`src/rtl/dct_seq_pkg.sv`:
```
// Shared types for the DCT MAC sequencer: FSM states, mode encoding and the
// per-term token that travels down the read-latency pipeline.
package dct_seq_pkg;

    localparam int MAX_IDX_W = 8;

    typedef enum logic [1:0] {
        IDLE  = 2'd0,
        ISSUE = 2'd1,
        DRAIN = 2'd2,
        DONE  = 2'd3
    } state_e;

    localparam logic MODE_FWD = 1'b0;
    localparam logic MODE_INV = 1'b1;

    // out_idx is sized for the largest block; narrower blocks zero-extend.
    typedef struct packed {
        logic                 valid;
        logic                 first;
        logic                 last;
        logic [MAX_IDX_W-1:0] out_idx;
    } tok_t;

endpackage

```
`src/rtl/dct_mac_sequencer_if.sv`:
```
// Control and RAM/ROM/MAC strobe bundle between a host and the DCT MAC sequencer.
interface dct_mac_sequencer_if #(
    parameter int LOG2N = 3
);
    localparam int IDX_W = 2 * LOG2N;

    logic                 start;
    logic                 mode;
    logic                 abort;
    logic [IDX_W-1:0]     address;
    logic [4*LOG2N-1:0]   coef_addr;
    logic                 read_enable;
    logic                 active_mac;
    logic                 mac_clear;
    logic                 result_valid;
    logic [IDX_W-1:0]     out_index;
    logic                 busy;
    logic                 ready;

    modport master (
        output start, mode, abort,
        input  address, coef_addr, read_enable, active_mac, mac_clear,
        input  result_valid, out_index, busy, ready
    );

    modport slave (
        input  start, mode, abort,
        output address, coef_addr, read_enable, active_mac, mac_clear,
        output result_valid, out_index, busy, ready
    );

endinterface

```
`src/rtl/dct_idx_counter.sv`:
```
// Cascaded 4-digit counter, digit 0 fastest. wrap[i] is set while digits 0..i are
// all at N-1, i.e. digit i rolls over on the next enabled step.
module dct_idx_counter #(
    parameter int LOG2N = 3
) (
    input  logic                 clk,
    input  logic                 rst,
    input  logic                 clr,
    input  logic                 en,
    output logic [4*LOG2N-1:0]   cnt,
    output logic [4*LOG2N-1:0]   nxt,
    output logic [3:0]           wrap,
    output logic                 tc
);
    localparam logic [LOG2N-1:0] DIG_MAX = {LOG2N{1'b1}};
    localparam logic [LOG2N-1:0] DIG_ONE = LOG2N'(1);

    logic [3:0][LOG2N-1:0] dig_q;
    logic [3:0][LOG2N-1:0] dig_d;
    logic [3:0]            carry_s;

    // Rollover status of each digit given all lower digits.
    always_comb begin
        wrap = 4'b0000;
        for (int i = 0; i < 4; i++) begin
            if (i == 0) begin
                wrap[i] = (dig_q[i] == DIG_MAX);
            end else begin
                wrap[i] = wrap[i-1] && (dig_q[i] == DIG_MAX);
            end
        end
    end

    assign carry_s = {wrap[2:0], 1'b1};

    // Next count: clear wins over enable; each digit steps when all lower ones roll.
    always_comb begin
        dig_d = dig_q;
        if (clr) begin
            dig_d = '0;
        end else if (en) begin
            for (int i = 0; i < 4; i++) begin
                if (carry_s[i]) begin
                    dig_d[i] = dig_q[i] + DIG_ONE;
                end else begin
                    dig_d[i] = dig_q[i];
                end
            end
        end else begin
            dig_d = dig_q;
        end
    end

    // Count register.
    always_ff @(posedge clk or posedge rst) begin
        if (rst) begin
            dig_q <= '0;
        end else begin
            dig_q <= dig_d;
        end
    end

    assign cnt = dig_q;
    assign nxt = dig_d;
    assign tc  = wrap[3];

endmodule

```
`src/rtl/dct_mac_sequencer.sv`:
```
// Walks the (outer, inner) index space of an NxN 2-D transform, one operand read
// per cycle, and strobes the MAC RD_LAT cycles later through a token pipeline.
module dct_mac_sequencer
    import dct_seq_pkg::*;
#(
    parameter int LOG2N  = 3,
    parameter int RD_LAT = 2
) (
    input  logic                  clk,
    input  logic                  rst,
    dct_mac_sequencer_if.slave    bus
);
    localparam int IDX_W = 2 * LOG2N;
    localparam int CW    = 4 * LOG2N;
    localparam logic [MAX_IDX_W-1:0] FINAL_IDX = MAX_IDX_W'((1 << IDX_W) - 1);

    state_e                state_q, state_d;
    logic                  mode_q, mode_d;
    logic                  read_en_q, read_en_d;
    logic [IDX_W-1:0]      address_q, address_d;
    logic [CW-1:0]         coef_q, coef_d;
    tok_t                  pipe_q [RD_LAT];
    tok_t                  pipe_d [RD_LAT];
    tok_t                  tok_s;
    logic                  rv_q, rv_d;
    logic [MAX_IDX_W-1:0]  out_idx_q, out_idx_d;
    logic                  busy_q, busy_d;
    logic                  ready_q, ready_d;

    logic                  cnt_clr_s, cnt_en_s;
    logic [CW-1:0]         cnt_s, nxt_s;
    logic [3:0]            wrap_s;
    logic                  tc_s;
    logic                  final_pt_s;
    logic                  unused_wrap_s;

    dct_idx_counter #(.LOG2N(LOG2N)) u_cnt (
        .clk  (clk),
        .rst  (rst),
        .clr  (cnt_clr_s),
        .en   (cnt_en_s),
        .cnt  (cnt_s),
        .nxt  (nxt_s),
        .wrap (wrap_s),
        .tc   (tc_s)
    );

    assign unused_wrap_s = ^{wrap_s[3:2], wrap_s[0]};
    assign final_pt_s    = rv_q && (out_idx_q == FINAL_IDX);

    // Sequencing FSM; abort overrides everything, including a same-cycle start.
    always_comb begin
        state_d   = state_q;
        mode_d    = mode_q;
        cnt_clr_s = 1'b0;
        cnt_en_s  = 1'b0;
        ready_d   = 1'b0;
        if (bus.abort) begin
            state_d   = IDLE;
            cnt_clr_s = 1'b1;
        end else begin
            case (state_q)
                IDLE: begin
                    if (bus.start) begin
                        state_d   = ISSUE;
                        mode_d    = bus.mode;
                        cnt_clr_s = 1'b1;
                    end else begin
                        state_d = IDLE;
                    end
                end
                ISSUE: begin
                    cnt_en_s = 1'b1;
                    if (tc_s) begin
                        state_d = DRAIN;
                    end else begin
                        state_d = ISSUE;
                    end
                end
                DRAIN: begin
                    if (final_pt_s) begin
                        state_d = DONE;
                        ready_d = 1'b1;
                    end else begin
                        state_d = DRAIN;
                    end
                end
                DONE:    state_d = IDLE;
                default: state_d = IDLE;
            endcase
        end
    end

    // Address generation and the read-latency token pipeline.
    always_comb begin
        read_en_d = (state_d == ISSUE);
        busy_d    = (state_d != IDLE);
        address_d = nxt_s[IDX_W-1:0];
        if (mode_d == MODE_INV) begin
            coef_d = {nxt_s[IDX_W-1:0], nxt_s[CW-1:IDX_W]};
        end else begin
            coef_d = nxt_s;
        end

        tok_s.valid   = read_en_q;
        tok_s.first   = read_en_q && (cnt_s[IDX_W-1:0] == {IDX_W{1'b0}});
        tok_s.last    = read_en_q && wrap_s[1];
        tok_s.out_idx = MAX_IDX_W'(cnt_s[CW-1:IDX_W]);

        for (int i = 0; i < RD_LAT; i++) begin
            if (bus.abort) begin
                pipe_d[i] = '0;
            end else if (i == 0) begin
                pipe_d[i] = tok_s;
            end else begin
                pipe_d[i] = pipe_q[i-1];
            end
        end

        rv_d = !bus.abort && pipe_q[RD_LAT-1].last;
        if (rv_d) begin
            out_idx_d = pipe_q[RD_LAT-1].out_idx;
        end else begin
            out_idx_d = out_idx_q;
        end
    end

    // State and output registers.
    always_ff @(posedge clk or posedge rst) begin
        if (rst) begin
            state_q   <= IDLE;
            mode_q    <= MODE_FWD;
            read_en_q <= 1'b0;
            address_q <= '0;
            coef_q    <= '0;
            rv_q      <= 1'b0;
            out_idx_q <= '0;
            busy_q    <= 1'b0;
            ready_q   <= 1'b0;
            for (int i = 0; i < RD_LAT; i++) begin
                pipe_q[i] <= '0;
            end
        end else begin
            state_q   <= state_d;
            mode_q    <= mode_d;
            read_en_q <= read_en_d;
            address_q <= address_d;
            coef_q    <= coef_d;
            rv_q      <= rv_d;
            out_idx_q <= out_idx_d;
            busy_q    <= busy_d;
            ready_q   <= ready_d;
            for (int i = 0; i < RD_LAT; i++) begin
                pipe_q[i] <= pipe_d[i];
            end
        end
    end

    assign bus.read_enable  = read_en_q;
    assign bus.address      = address_q;
    assign bus.coef_addr    = coef_q;
    assign bus.active_mac   = pipe_q[RD_LAT-1].valid;
    assign bus.mac_clear    = pipe_q[RD_LAT-1].first;
    assign bus.result_valid = rv_q;
    assign bus.out_index    = out_idx_q[IDX_W-1:0];
    assign bus.busy         = busy_q;
    assign bus.ready        = ready_q;

endmodule
```
`src/flat_wrapper.sv`:
```
// flat-port wrapper written by rule: the top's interface ports become plain ports
module dct_mac_sequencer_flat import dct_seq_pkg::*;
#(
    parameter int LOG2N  = 3,
    parameter int RD_LAT = 2
)
  (clk, rst, bus_start, bus_mode, bus_abort, bus_address, bus_coef_addr, bus_read_enable, bus_active_mac, bus_mac_clear, bus_result_valid, bus_out_index, bus_busy, bus_ready);
  dct_mac_sequencer_if #(.LOG2N(LOG2N)) bus_i ();
  input  logic clk;
  input  logic rst;
  input wire logic [$bits(bus_i.start)-1:0] bus_start;
  input wire logic [$bits(bus_i.mode)-1:0] bus_mode;
  input wire logic [$bits(bus_i.abort)-1:0] bus_abort;
  output wire logic [$bits(bus_i.address)-1:0] bus_address;
  output wire logic [$bits(bus_i.coef_addr)-1:0] bus_coef_addr;
  output wire logic [$bits(bus_i.read_enable)-1:0] bus_read_enable;
  output wire logic [$bits(bus_i.active_mac)-1:0] bus_active_mac;
  output wire logic [$bits(bus_i.mac_clear)-1:0] bus_mac_clear;
  output wire logic [$bits(bus_i.result_valid)-1:0] bus_result_valid;
  output wire logic [$bits(bus_i.out_index)-1:0] bus_out_index;
  output wire logic [$bits(bus_i.busy)-1:0] bus_busy;
  output wire logic [$bits(bus_i.ready)-1:0] bus_ready;
  assign bus_i.start = bus_start;
  assign bus_i.mode = bus_mode;
  assign bus_i.abort = bus_abort;
  assign bus_address = bus_i.address;
  assign bus_coef_addr = bus_i.coef_addr;
  assign bus_read_enable = bus_i.read_enable;
  assign bus_active_mac = bus_i.active_mac;
  assign bus_mac_clear = bus_i.mac_clear;
  assign bus_result_valid = bus_i.result_valid;
  assign bus_out_index = bus_i.out_index;
  assign bus_busy = bus_i.busy;
  assign bus_ready = bus_i.ready;
  dct_mac_sequencer #(.LOG2N(LOG2N), .RD_LAT(RD_LAT)) u_core (.clk(clk), .rst(rst), .bus(bus_i));
endmodule
```
`config.mk`:
```
export PLATFORM = sky130hd
export DESIGN_NAME = dct_mac_sequencer_flat
export DESIGN_NICKNAME = d
export VERILOG_FILES = /design/src/rtl/dct_seq_pkg.sv /design/src/rtl/dct_mac_sequencer_if.sv /design/src/rtl/dct_idx_counter.sv /design/src/rtl/dct_mac_sequencer.sv /design/src/flat_wrapper.sv
export SDC_FILE = /design/constraint.sdc
export NUM_CORES = 1
export LEC_CHECK = 0
export CAP_MARGIN = 20
export CORE_MARGIN = 3
export CORE_UTILIZATION = 53
export DETAILED_ROUTE_END_ITERATION = 8
export PLACE_DENSITY = 0.84
export REMOVE_ABC_BUFFERS = 1
export SYNTH_ARGS = -nofsm -noshare
export SYNTH_HDL_FRONTEND = slang
export SYNTH_SLANG_ARGS = --single-unit
```
`constraint.sdc`:
```
create_clock -name clk -period 2.3 [get_ports clk]
set_input_delay 0.575 -clock clk [delete_from_list [all_inputs] [get_ports clk]]
set_output_delay 0.575 -clock clk [all_outputs]
set_load 0.03 [all_outputs]
```
==> results.txt <==
----------------------------------------------------
[Clock network]
  TritonCTS clock tree ... yes
  Maximum buffer depth of the clock tree ... 2
  Post-CTS Setup Repair Bufs ... 0
  Insertion delay of the later-clocked pin in the worst-skew pair ... between 0.3 and 0.4 ns
  Number of buffers inserted during clock tree synthesis ... 5
  Clock slew at reported path FFs ... roughly 0.09 ns
  CTS sink cnt ... 55
  # hold bufs at CTS ... 0
  H-Tree Depth ... 2
  Clock root buffer master ... clkbuf_8
  Resized cells post-CTS ... 0

[Timing]
  Pin slew with the least headroom to its limit ... 0.4593 ns
  Max_slew headroom ... 0.6934
  Final slew viol count ... 0
  Setup Skew ... between 0.007 and 0.008 ns
  Share of the cycle needed by the critical path after routing ... 0.9325
  Fin Setup TNS ... 0 ns
  Hold violation count in the final report ... 0
  Min Hold Slack ... 0.4675 ns
  Top achievable clock speed ... 0.4662 GHz
  Endpoints failing setup ... 0
  Post-layout min period ... between 2 and 2.5 ns
  RSZ-0062 raised after global routing ... no

[Yosys]
  Async set-or-reset flop fraction in the synthesized netlist ... 1.000
  Synthesized area divided by synthesized cell count ... approximately 13 um^2
  Sequential cell area fraction in the yosys report ... 0.5946
  Synth cell types ... 38
  Number of synthesized flops with an enable pin ... 0
  Yosys warns ... 0
  Flop and latch count out of synthesis ... between 50 and 60
  Synthesized netlist cell count ... 177
  Total standard cell area after synthesis ... 2315 um^2
  Primary flip-flop cell chosen by synthesis mapping ... dfrtp_1

[Route]
  Wire length per cell ... 14.98 um
  Vias ... approximately 1,400
  Top sig layer ... met4
  Remaining design rule violation count ... 0
  Final antenna-violating net count ... 0
  Wire length on met1 ... around 1900 um
  Initial detailed-routing violation count ... 64
  Total routed wirelength ... 4014 um
  Met3 routed WL ... 200 um
  Met2 layer wire length in the routed design ... 1894 um
  Post-DR vias/cell ... 5.209
  Pre-antenna DRT Iters ... 3

[Worst setup path]
  Largest fanout of any net on the critical path ... 8
  Cell-by-cell listing of the critical path ... clkdlybuf4s50_1, or3b_4, nor2_4, mux2i_2, buf_4, mux2_2
  Startpoint-to-endpoint class of the critical path ... in2reg
  Largest delay contributor family on the critical path ... buffers and inverters
  Worst Setup Start Kind ... input port
  WP data arrival ... around 2.3 ns
  Endpoint class of the critical path ... register
  Required time at the endpoint of the critical path ... 2.49 ns
  Master of the slowest instance on the critical path ... clkdlybuf4s50_1
  Longest individual stage delay on the worst path ... ~0.50 ns
  Count of buffer and inverter cells on the critical path ... 2

[Finish]
  Non-filler cells, final ... 268
  Final net count ... 231
  Most frequent cells in the layout ... dfrtp_1, clkdlybuf4s50_1, nor2b_1
  Layout filler cell count ... between 300 and 400
  Layout Cell Area excl Fill ... between 2000 and 3000 um^2
  Area growth, synth to finish ... 21.73%
  Most common cell after layout, fill and taps aside ... dfrtp_1
  Fraction of final layout cells sized beyond drive strength 1 ... 0.1835
  Diodes inserted ... 0

[Place]
  IO buf count ... 34
  Detail Placement HPWL ... between 3000 and 4000 um
  Cell area reported after detailed placement ... around 2700 um^2
  Cell count after placement ... between 200 and 300
  Routability-driven placement congestion ratio ... between 0.8 and 0.9

[Floorplanning]
  Top-Level Pins ... 35
  Die H ... around 72 um
  Die X-Extent ... roughly 72 um
  Die Footprint ... between 5000 and 6000 um^2
  Starting Density ... 0.5625
  Core area ... about 4100 um^2
  Site Rows ... 23

[Power]
  PwrDens ... between 500 and 600 nW/um^2
  Standby leakage power ... 0.001410 uW
  Cell internal power dissipation ... approximately 1300 uW
  Logic gate share of total power ... 0.100
  Clk network pwr share ... 0.304
  Peak ir drop on the vdd network ... roughly 0.47 mV
  Relative contribution of sequential cells to total power ... 0.596
  Switching share of power ... 0.2369
  Switching power ... around 390 uW

[Hold path]
  Worst hold path class ... reg2reg

[GRT]
  First-pass GRT wire length ... ~7000 um
  Remaining Overflow, GRT ... 0
  Total Routing Usage GR ... 0.1769
  Initial antenna violation count ... 0
  Pin count of the biggest net entering global routing ... 35
  Via count of the first global-routing pass ... approximately 1,500

[Run status]
  Result of the run ... completed

[Run]
  Count of max-cap constraint violations ... 0

----------------------------------------------------
## synth_stat cells (2+ instances only)
library cell  count  area (um^2)
a211oi_1          2        15.01
a22oi_1           2        15.01
a31oi_1           2        12.51
and2_1            2        12.51
and3_1            2        12.51
buf_4             6        45.04
buf_6             2        22.52
clkbuf_1          4        15.01
dfrtp_1          55         1376
ha_1              9        112.6
inv_1            11        41.29
mux2_2            9        101.4
mux2_4            3        45.04
mux2i_1          14        140.1
nand2_1           3        11.26
nand4_1           2        12.51
nor2_1            7        26.28
nor2b_1          19        118.9
nor4_1            2        12.51
or2_2             3        18.77
## registers in the layout, indices dropped and copies added, names as in the netlist
register and count:
u_core.bus.busy 1, u_core.out_idx_q 6, u_core.bus.address 6, u_core.bus.mac_clear 1, u_core.mode_q 1, u_core.bus.active_mac 1, u_core.bus.result_valid 1, u_core.bus.ready 1
u_core.pipe_q 16, u_core.bus.coef_addr 12, u_core.bus.read_enable 1, u_core.u_cnt.cnt 6, u_core.state_q 2
## stage by stage
step                      setup slack [ns]  utilization  power [uW]
after floorplan                    0.01461            -        1100
after global placement             -0.1483       0.6640        1174
after detailed placement           -0.1600       0.6640        1180
after CTS                           0.1502       0.6847        1680
after global routing               0.06957       0.6847        1744
final                               0.1552       0.6847        1664
## final timing paths
path                       slack, ns  cells past startpoint                             from                                  to
max in group asynchronous       1.19                      3                              rst      u_core.bus.mac_clear$_DFF_PP0_
min in group asynchronous       0.59                      2                              rst     u_core.out_idx_q[4]$_DFFE_PP0P_
max reg2reg                     0.34                      6  u_core.bus.address[0]$_DFF_PP0_  u_core.bus.coef_addr[11]$_DFF_PP0_
min reg2reg                     0.47                      1      u_core.pipe_q[15]$_DFF_PP0_          u_core.pipe_q[4]$_DFF_PP0_
max                             0.16                      6                        bus_start   u_core.bus.coef_addr[3]$_DFF_PP0_
min                             0.47                      1      u_core.pipe_q[15]$_DFF_PP0_          u_core.pipe_q[4]$_DFF_PP0_
## worst reg2reg max path, stage by stage, from the launching register on
cell     delay, ns
dfrtp_1       0.42
ha_1          0.19
ha_1          0.26
nand3_1       0.14
nor3_2        0.31
mux2i_1       0.38
mux2i_1       0.13
## final cells by class
type | count | area, um^2 | area share
Clock buffer | 6 | 72.57 | 0.02575
Clock inverter | 2 | 12.51 | 0.004441
Inverter | 11 | 41.29 | 0.01465
Multi-Input combinational cell | 98 | 809.5 | 0.2873
Sequential cell | 55 | 1376 | 0.4885
Tap cell | 50 | 62.56 | 0.02220
Timing Repair Buffer | 46 | 442.9 | 0.1572
## per-layer routing
layer  vias to the layer above  global-route usage
met1                       696              0.2251
met4                         0             0.06263
met2                        31              0.2902
met3                         8             0.04986
li1                        661                   -
met5                         -                   0
## kinds of logic after synthesis
logic type / count (synthesis) / synth area share
DFF: 55 / 0.5946
and+or+nand+nor: 54 / 0.1476
muxes: 27 / 0.1297
buffers and inverters: 24 / 0.05567
adders and majority gates: 9 / 0.04865
AOI/OAI and AO/OA: 8 / 0.02378
## power by group through the flow
stage          clock (uW)  combinational (uW)  sequential [uW]
4_1_cts               519                 171              991
5_1_grt               568                 183              993
2_1_floorplan           0                73.3             1030
6_report              506                 167              991
3_5_place_dp            0                 170             1010
3_3_place_gp            0                 164             1010
Note: power is estimated with default switching activity, not from simulation.
